$ cat src/rtl/shift_arbiter.sv
// -----------------------------------------------------------------------------
// shift_arbiter
//
// Shares one external 32-bit combinational left barrel shifter between two
// requesters (req0 = ALU, req1 = multdiv unit). One operation is in flight at
// a time. The winning request's operands are registered onto sh_a/sh_amt. The
// shifter result is captured one cycle later and returned to the owner over a
// valid/ready response channel.
//
// Sequence: IDLE -> ISSUE -> RESP -> IDLE. A request is accepted in cycle c
// and its response is valid in cycle c+2. Each operation takes at least three
// cycles.
//
// Configuration:
//   FIXED_PRIO            0 = round-robin on conflict, 1 = req0 always wins
//   SHIFT_ZERO_BYPASS_EN  (macro) when defined, an accepted op with amt == 0
//                         skips ISSUE. Its operand is loaded straight into the
//                         result, so the response is valid in cycle c+1, and
//                         sh_a/sh_amt are left untouched.
//
// Ports:
//   clock, reset               single clock, synchronous active-high reset
//   req{0,1}_valid/ready       request handshake; ready is a combinational
//                              grant, high only in IDLE
//   req{0,1}_a, req{0,1}_amt   operand and left-shift amount (0..31)
//   sh_a, sh_amt               registered operands to the shared shifter
//   sh_out                     shifter result (combinational from sh_a/sh_amt)
//   rsp{0,1}_valid/ready/data  response channel; only the owner's valid is high
//   busy                       high whenever the FSM is not in IDLE
// -----------------------------------------------------------------------------
module shift_arbiter #(
  parameter int FIXED_PRIO = 0
) (
  input  logic        clock,
  input  logic        reset,

  input  logic        req0_valid,
  output logic        req0_ready,
  input  logic [31:0] req0_a,
  input  logic [4:0]  req0_amt,

  input  logic        req1_valid,
  output logic        req1_ready,
  input  logic [31:0] req1_a,
  input  logic [4:0]  req1_amt,

  output logic [31:0] sh_a,
  output logic [4:0]  sh_amt,
  input  logic [31:0] sh_out,

  output logic        rsp0_valid,
  input  logic        rsp0_ready,
  output logic [31:0] rsp0_data,

  output logic        rsp1_valid,
  input  logic        rsp1_ready,
  output logic [31:0] rsp1_data,

  output logic        busy
);

  typedef enum logic [1:0] {
    IDLE  = 2'd0,
    ISSUE = 2'd1,
    RESP  = 2'd2
  } state_t;

  state_t      state;
  state_t      state_next;

  logic        owner;       // 0 = req0 owns the in-flight op, 1 = req1
  logic        last_grant;  // requester granted most recently
  logic [31:0] result;

  logic        grant0;
  logic        grant1;
  logic        accept;
  logic [31:0] accept_a;
  logic [4:0]  accept_amt;
  logic        bypass;
  logic        rsp_fire;

  // Grant logic. Ready is only offered in IDLE and never while reset is
  // asserted. On a conflict, round-robin hands the grant to the requester that
  // did not win last time.
  // NOTE: every signal written in an always_comb gets a default at the top so
  // that no path leaves it unassigned, which would infer a latch.
  always_comb begin
    grant0 = 1'b0;
    grant1 = 1'b0;
    if (state == IDLE && !reset) begin
      if (req0_valid && req1_valid) begin
        if (FIXED_PRIO != 0 || last_grant) begin
          grant0 = 1'b1;
        end else begin
          grant1 = 1'b1;
        end
      end else begin
        grant0 = req0_valid;
        grant1 = req1_valid;
      end
    end
  end

  assign accept     = grant0 | grant1;
  assign accept_a   = grant1 ? req1_a   : req0_a;
  assign accept_amt = grant1 ? req1_amt : req0_amt;

`ifdef SHIFT_ZERO_BYPASS_EN
  // A zero shift is the identity, so the shifter round trip can be skipped.
  assign bypass = (accept_amt == 5'd0);
`else
  assign bypass = 1'b0;
`endif

  assign req0_ready = grant0;
  assign req1_ready = grant1;

  assign rsp0_valid = (state == RESP) && !owner;
  assign rsp1_valid = (state == RESP) &&  owner;
  assign rsp0_data  = rsp0_valid ? result : 32'd0;
  assign rsp1_data  = rsp1_valid ? result : 32'd0;
  assign busy       = (state != IDLE);

  // Only the owner's handshake can complete a response. A ready seen while the
  // matching valid is low is ignored.
  assign rsp_fire = (rsp0_valid && rsp0_ready) || (rsp1_valid && rsp1_ready);

  always_comb begin
    state_next = state;
    case (state)
      IDLE:    if (accept) state_next = bypass ? RESP : ISSUE;
      ISSUE:   state_next = RESP;
      RESP:    if (rsp_fire) state_next = IDLE;
      default: state_next = IDLE;
    endcase
  end

  // NOTE: sequential state is written with non-blocking assignments, so every
  // register samples pre-edge values and the order of statements does not
  // matter.
  always_ff @(posedge clock) begin
    if (reset) begin
      state <= IDLE;
    end else begin
      state <= state_next;
    end
  end

  // Datapath. sh_a/sh_amt change only when an op is accepted for the shifter,
  // so the shared shifter inputs stay quiet while idle or bypassing.
  always_ff @(posedge clock) begin
    if (reset) begin
      sh_a       <= 32'd0;
      sh_amt     <= 5'd0;
      result     <= 32'd0;
      owner      <= 1'b0;
      last_grant <= 1'b1;
    end else begin
      if (accept) begin
        owner      <= grant1;
        last_grant <= grant1;
        if (bypass) begin
          result <= accept_a;
        end else begin
          sh_a   <= accept_a;
          sh_amt <= accept_amt;
        end
      end
      if (state == ISSUE) begin
        result <= sh_out;
      end
    end
  end

endmodule

$ cat config.mk
export PLATFORM = sky130hd
export DESIGN_NAME = shift_arbiter
export DESIGN_NICKNAME = d
export VERILOG_FILES = /design/src/rtl/shift_arbiter.sv
export SDC_FILE = /design/constraint.sdc
export NUM_CORES = 1
export LEC_CHECK = 0
export CAP_MARGIN = 20
export CORE_MARGIN = 3
export CORE_UTILIZATION = 34
export DETAILED_ROUTE_END_ITERATION = 16
export GPL_TIMING_DRIVEN = 0
export PLACE_DENSITY = 0.87
export SLEW_MARGIN = 20
export SYNTH_ARGS = -nofsm -noshare
export SYNTH_HDL_FRONTEND = slang
export SYNTH_SLANG_ARGS = --single-unit
$ cat constraint.sdc
create_clock -name clock -period 1.45 [get_ports clock]
set_input_delay 0.29 -clock clock [delete_from_list [all_inputs] [get_ports clock]]
set_output_delay 0.29 -clock clock [all_outputs]
set_load 0.03 [all_outputs]
== After elaboration in Yosys (flattened, before gate mapping) ==
Index checks and enable logic that the tools add are counted.

* Flip-flop bits (word level): 73
* Input port bits: 112
* Output and inout bits: 106
* Logic and storage cells: 36

* Equal/unequal tests: 4
* Muxes and demuxes: 13
* Bitwise logic cells: 1
* Reductions and logical operators: 12

{| class="wikitable"
|+ Operator list
! kind !! count
|-
| $mux W32 || 3
|-
| $logic_and A1 B1 Y1 || 6
|-
| $mux W1 || 6
|-
| $pmux W2 S3 || 1
|-
| $mux W5 || 1
|-
| $mux W2 || 2
|-
| $ne A2 B2 Y1 const B || 2
|-
| $eq A2 B1 Y1 const B || 1
|-
| $eq A2 B2 Y1 const B || 1
|-
| $logic_not A1 Y1 || 2
|-
| $logic_not A2 Y1 || 1
|-
| $reduce_and A2 Y1 || 1
|-
| $reduce_bool A2 Y1 || 1
|-
| $logic_or A1 B1 Y1 || 1
|-
| $or A1 B1 Y1 || 1
|}

== Longest topological paths before layout ==
* Depth after elaboration: 6
* Depth in mapped cells: 6
* Mapped depth without buffers: 4

== Worst setup path after synthesis ==
OpenSTA, ideal clock, no wires.

* Path kind: register -> output
* Start point: reg state[1]
* End point: out rsp0_data[22]
* Arrival time: 1614 ps
* Slack: -454 ps
* Stages on the path, launching flop included: 4
* Path buffers: 1
* Path through: dfxtp_1 > nor3b_1 > clkbuf_1 > and2_1

* Longest elaborated chain between the ends: 3

{| class="wikitable"
|+ Ends and longest elaborated chain
! item !! line !! source
|-
| start, declared || 68 || <nowiki>state_t state;</nowiki>
|-
| start signal, assigned || 146 || <nowiki>state <= state_next;</nowiki>
|-
| $eq A2 B2 Y1 || 119 || <nowiki>assign rsp0_valid = (state == RESP) && !owner;</nowiki>
|-
| $logic_and A1 B1 Y1 || 119 ||
|-
| net rsp0_valid || 51 || <nowiki>output logic rsp0_valid,</nowiki>
|-
| $mux W32 || 121 || <nowiki>assign rsp0_data = rsp0_valid ? result : 32'd0;</nowiki>
|-
| end, declared || 53 || <nowiki>output logic [31:0] rsp0_data,</nowiki>
|}

The timed path passes the listed nets, and every way through them passes these cells.

== Worst setup path in the final report ==
* Start point: reg state[0]
* End point: out rsp1_data[11]

* Longest elaborated chain between the ends: 3

{| class="wikitable"
|+ Ends and longest elaborated chain
! item !! line !! source
|-
| $eq A2 B2 Y1 || 120 || <nowiki>assign rsp1_valid = (state == RESP) && owner;</nowiki>
|-
| $logic_and A1 B1 Y1 || 120 ||
|-
| $mux W32 || 122 || <nowiki>assign rsp1_data = rsp1_valid ? result : 32'd0;</nowiki>
|-
| end, declared || 57 || <nowiki>output logic [31:0] rsp1_data,</nowiki>
|}

Every way passes these cells.

==> impl_metrics.env <==
export IMPL_design_die_area_sq_um=11700
export IMPL_tightestPinTransition_ns=0.690
export IMPL_grt_remaining_overflow=0
export IMPL_layout_drive_gt1_share=0.379
export IMPL_synth_top_area_frac=0.413
export IMPL_cts_tree="yes"
export IMPL_cts_buffers_inserted=9
export IMPL_worst_path_required_ns=1.16
export IMPL_power_density_nw_per_um2=813
export IMPL_synthTopCellsByCount="73 x dfxtp_1, 71 x a21oi_1, 66 x nand2_1"
export IMPL_hold_buffers=0
export IMPL_irDropWorstVdd_mv=0.553
export IMPL_mappedNetlistNets=568
export IMPL_slew_violations=0
export IMPL_cts_htree_levels=3
export IMPL_boundaryPins=218
export IMPL_placement_rows=36
export IMPL_core_area_sq_um=9950
export IMPL_number_of_hold_violations_in_the_final_report=0
export IMPL_grt_pass1_wl_um=23200
export IMPL_fin_total_pwr_mw=5.80
export IMPL_fill_cells=742
export IMPL_post_route_min_period_ns=1.82
export IMPL_post_syn_area_per_cell_sq_um=7.77
export IMPL_timing_setup_critical_path_class="reg2out"
export IMPL_synth_edff_count=0
export IMPL_clock_sinks=73
export IMPL_outcome="finished, violations left"
export IMPL_clkTransAtPathRegs_ns=0.08
export IMPL_skew_ns=0.00886
export IMPL_ys_seq_area_frac=0.413
export IMPL_post_synth_top_count_cell="dfxtp_1"
export IMPL_slew_headroom=0.540
export IMPL_ys_types=28
export IMPL_routed_length_on_met1_um=5760
export IMPL_fin_tns_setup_ns=-29.64
export IMPL_crit_path_end_kind="output pin"
export IMPL_drc_errors=0
export IMPL_routed_length_on_met3_um=1300
export IMPL_data_arrival_critical_path_ns=1.53
export IMPL_place_congestion=0.862
export IMPL_port_buffers=217
export IMPL_met2_wirelength_um=8200
export IMPL_via_per_inst=5.32
export IMPL_clock_tree_root_cell="clkbuf_8"
export IMPL_syn_area_sq_um=3540
export IMPL_period_share=1.26
export IMPL_initial_antenna_violation_count=0
export IMPL_hold_path_class="in2reg"
export IMPL_postRouteAntennaNets=0
export IMPL_synth_warnings=0
export IMPL_height_of_the_die_um=108
export IMPL_drt_first_iter_violations=200
export IMPL_grt_usage=0.251
export IMPL_total_leakage_power_nw=2.92
export IMPL_drt_wirelength_per_cell_um=18.4
export IMPL_max_cap_viol_count=0
export IMPL_die_w_um=108
export IMPL_vias_in_the_first_global_route=4578
export IMPL_post_synthesis_cells=456
export IMPL_fraction_of_registers_with_async_set_reset=0
export IMPL_startpoint_type="flip-flop"
export IMPL_detailed_placement_wirelength_estimate_um=10400
export IMPL_finalSetupViolCount=106
export IMPL_wl_um=15800
export IMPL_finish_net_count=834
export IMPL_synth_ff_type="dfxtp_1"
export IMPL_violations="setup timing"
export IMPL_clock_latency_of_the_later_clocked_register_in_the_worst_skew_pair_ns=0.34
export IMPL_max_freq_mhz=548
export IMPL_dpl_cell_area_sq_um=5980
export IMPL_pin_count_of_the_biggest_net_entering_global_routing=13
export IMPL_post_synth_top_area_cell="dfxtp_1"
export IMPL_antenna_cells=0
export IMPL_ys_top_cells_by_area="dfxtp_1 41%, and2_1 11%, a21oi_1 10%"
export IMPL_ys_seq_elements=73
export IMPL_stdcell_area_sq_um=7130
export IMPL_fin_util=0.717
export IMPL_dpl_worst_slack_ns=-1.09
export IMPL_vias=4566
export IMPL_fin_ws_ns=-0.374
export IMPL_top_layer_used="met4"
export IMPL_worst_path_max_fanout=8
export IMPL_rsz0062_at_grt="true"
export IMPL_syn2layout_area_growth_pct=101
export IMPL_clockBufferDepth=2
export IMPL_drtPass1Iterations=4
export IMPL_initial_utilization=0.356
## logic make-up (layout without fill, tap and decap cells)
group,count (synthesis),count (layout),synth area share
flip-flops,73,73,0.413
AO/OA/AOI/OAI,150,150,0.254
AND/OR/NAND/NOR,179,180,0.260
multiplexers,1,1,0.00283
buffers and inverters,53,322,0.0706
## path summary, 6_finish.rpt
check                           slack [ns]  cells past startpoint        from       endpoint
worst max-delay path                 -0.37                      4    state[0]  rsp1_data[11]
worst max register to register       -0.25                      7    state[0]       sh_a[19]
worst min register to register        0.48                      2  result[10]     result[10]
worst min-delay path                  0.48                      3  req0_valid     last_grant
## state kept, by name (all words and copies together) (netlist names)
register / flops
state: 2
sh_amt: 5
sh_a: 32
last_grant: 1
result: 32
owner: 1
## timing repair
| item | CTS | global route |
|---|---|---|
| setup endpoints to repair | 168 | 140 |
| hold endpoints to repair | 0 | 0 |
| pin swaps | 45 | 14 |
| buffers inserted | 26 | 12 |
| cloned | 10 | 1 |
| resized for setup | 695 | 68 |
## through the flow
stage | hold WS, ns | cells
after floorplan | 0.426 | 456
after global placement | 0.450 | 806
after detailed placement | 0.458 | 806
after CTS | 0.463 | 855
after global routing | 0.494 | 859
final | 0.478 | 859
## cell usage in the layout (no fill, tap or decap), types with 4 or more instances in the layout
| cell | instances |
|---|---|
| clkbuf_1 | 10 |
| buf_2 | 5 |
| dfxtp_1 | 70 |
| o21ai_1 | 23 |
| o21ai_2 | 10 |
| buf_8 | 12 |
| o21ai_0 | 6 |
| and2_4 | 56 |
| a21oi_1 | 71 |
| dlygate4sd2_1 | 38 |
| buf_6 | 85 |
| nand2_1 | 65 |
| clkbuf_8 | 14 |
| nand3_1 | 37 |
| a311oi_1 | 13 |
| buf_12 | 4 |
| a311oi_2 | 24 |
| buf_4 | 25 |
| and2_2 | 8 |
| clkdlybuf4s50_1 | 108 |
| clkbuf_4 | 5 |
## power by group
group | switching [mW] | internal (mW)
Sequential | 0.129 | 2.17
Clock | 0.765 | 0.787
Combinational | 0.998 | 0.943
Total | 1.89 | 3.90
## cell type report
| class | count | area [sq um] | share of cell area |
|---|---|---|---|
| timing repair buffer | 258 | 2660 | 0.372 |
| multi-input combinational | 331 | 2220 | 0.312 |
| sequential | 73 | 1470 | 0.206 |
| buffer | 46 | 417 | 0.0584 |
| tap | 133 | 166 | 0.0233 |
| clock buffer | 10 | 128 | 0.0179 |
| clock inverter | 5 | 57.6 | 0.00807 |
| inverter | 3 | 11.3 | 0.00158 |
## layer usage
layer / GRT usage / vias up
met5: 0 / -
met4: 0.103 / 0
met3: 0.0633 / 39
met2: 0.468 / 243
met1: 0.267 / 2140
li1: - / 2144
## worst max-delay path, stage by stage, from the launching register on
cell      delay [ns]
dfxtp_4         0.38
and3b_2         0.37
clkbuf_8        0.19
and2_4          0.14
buf_6           0.12
Power figures use the tool's default switching activity.
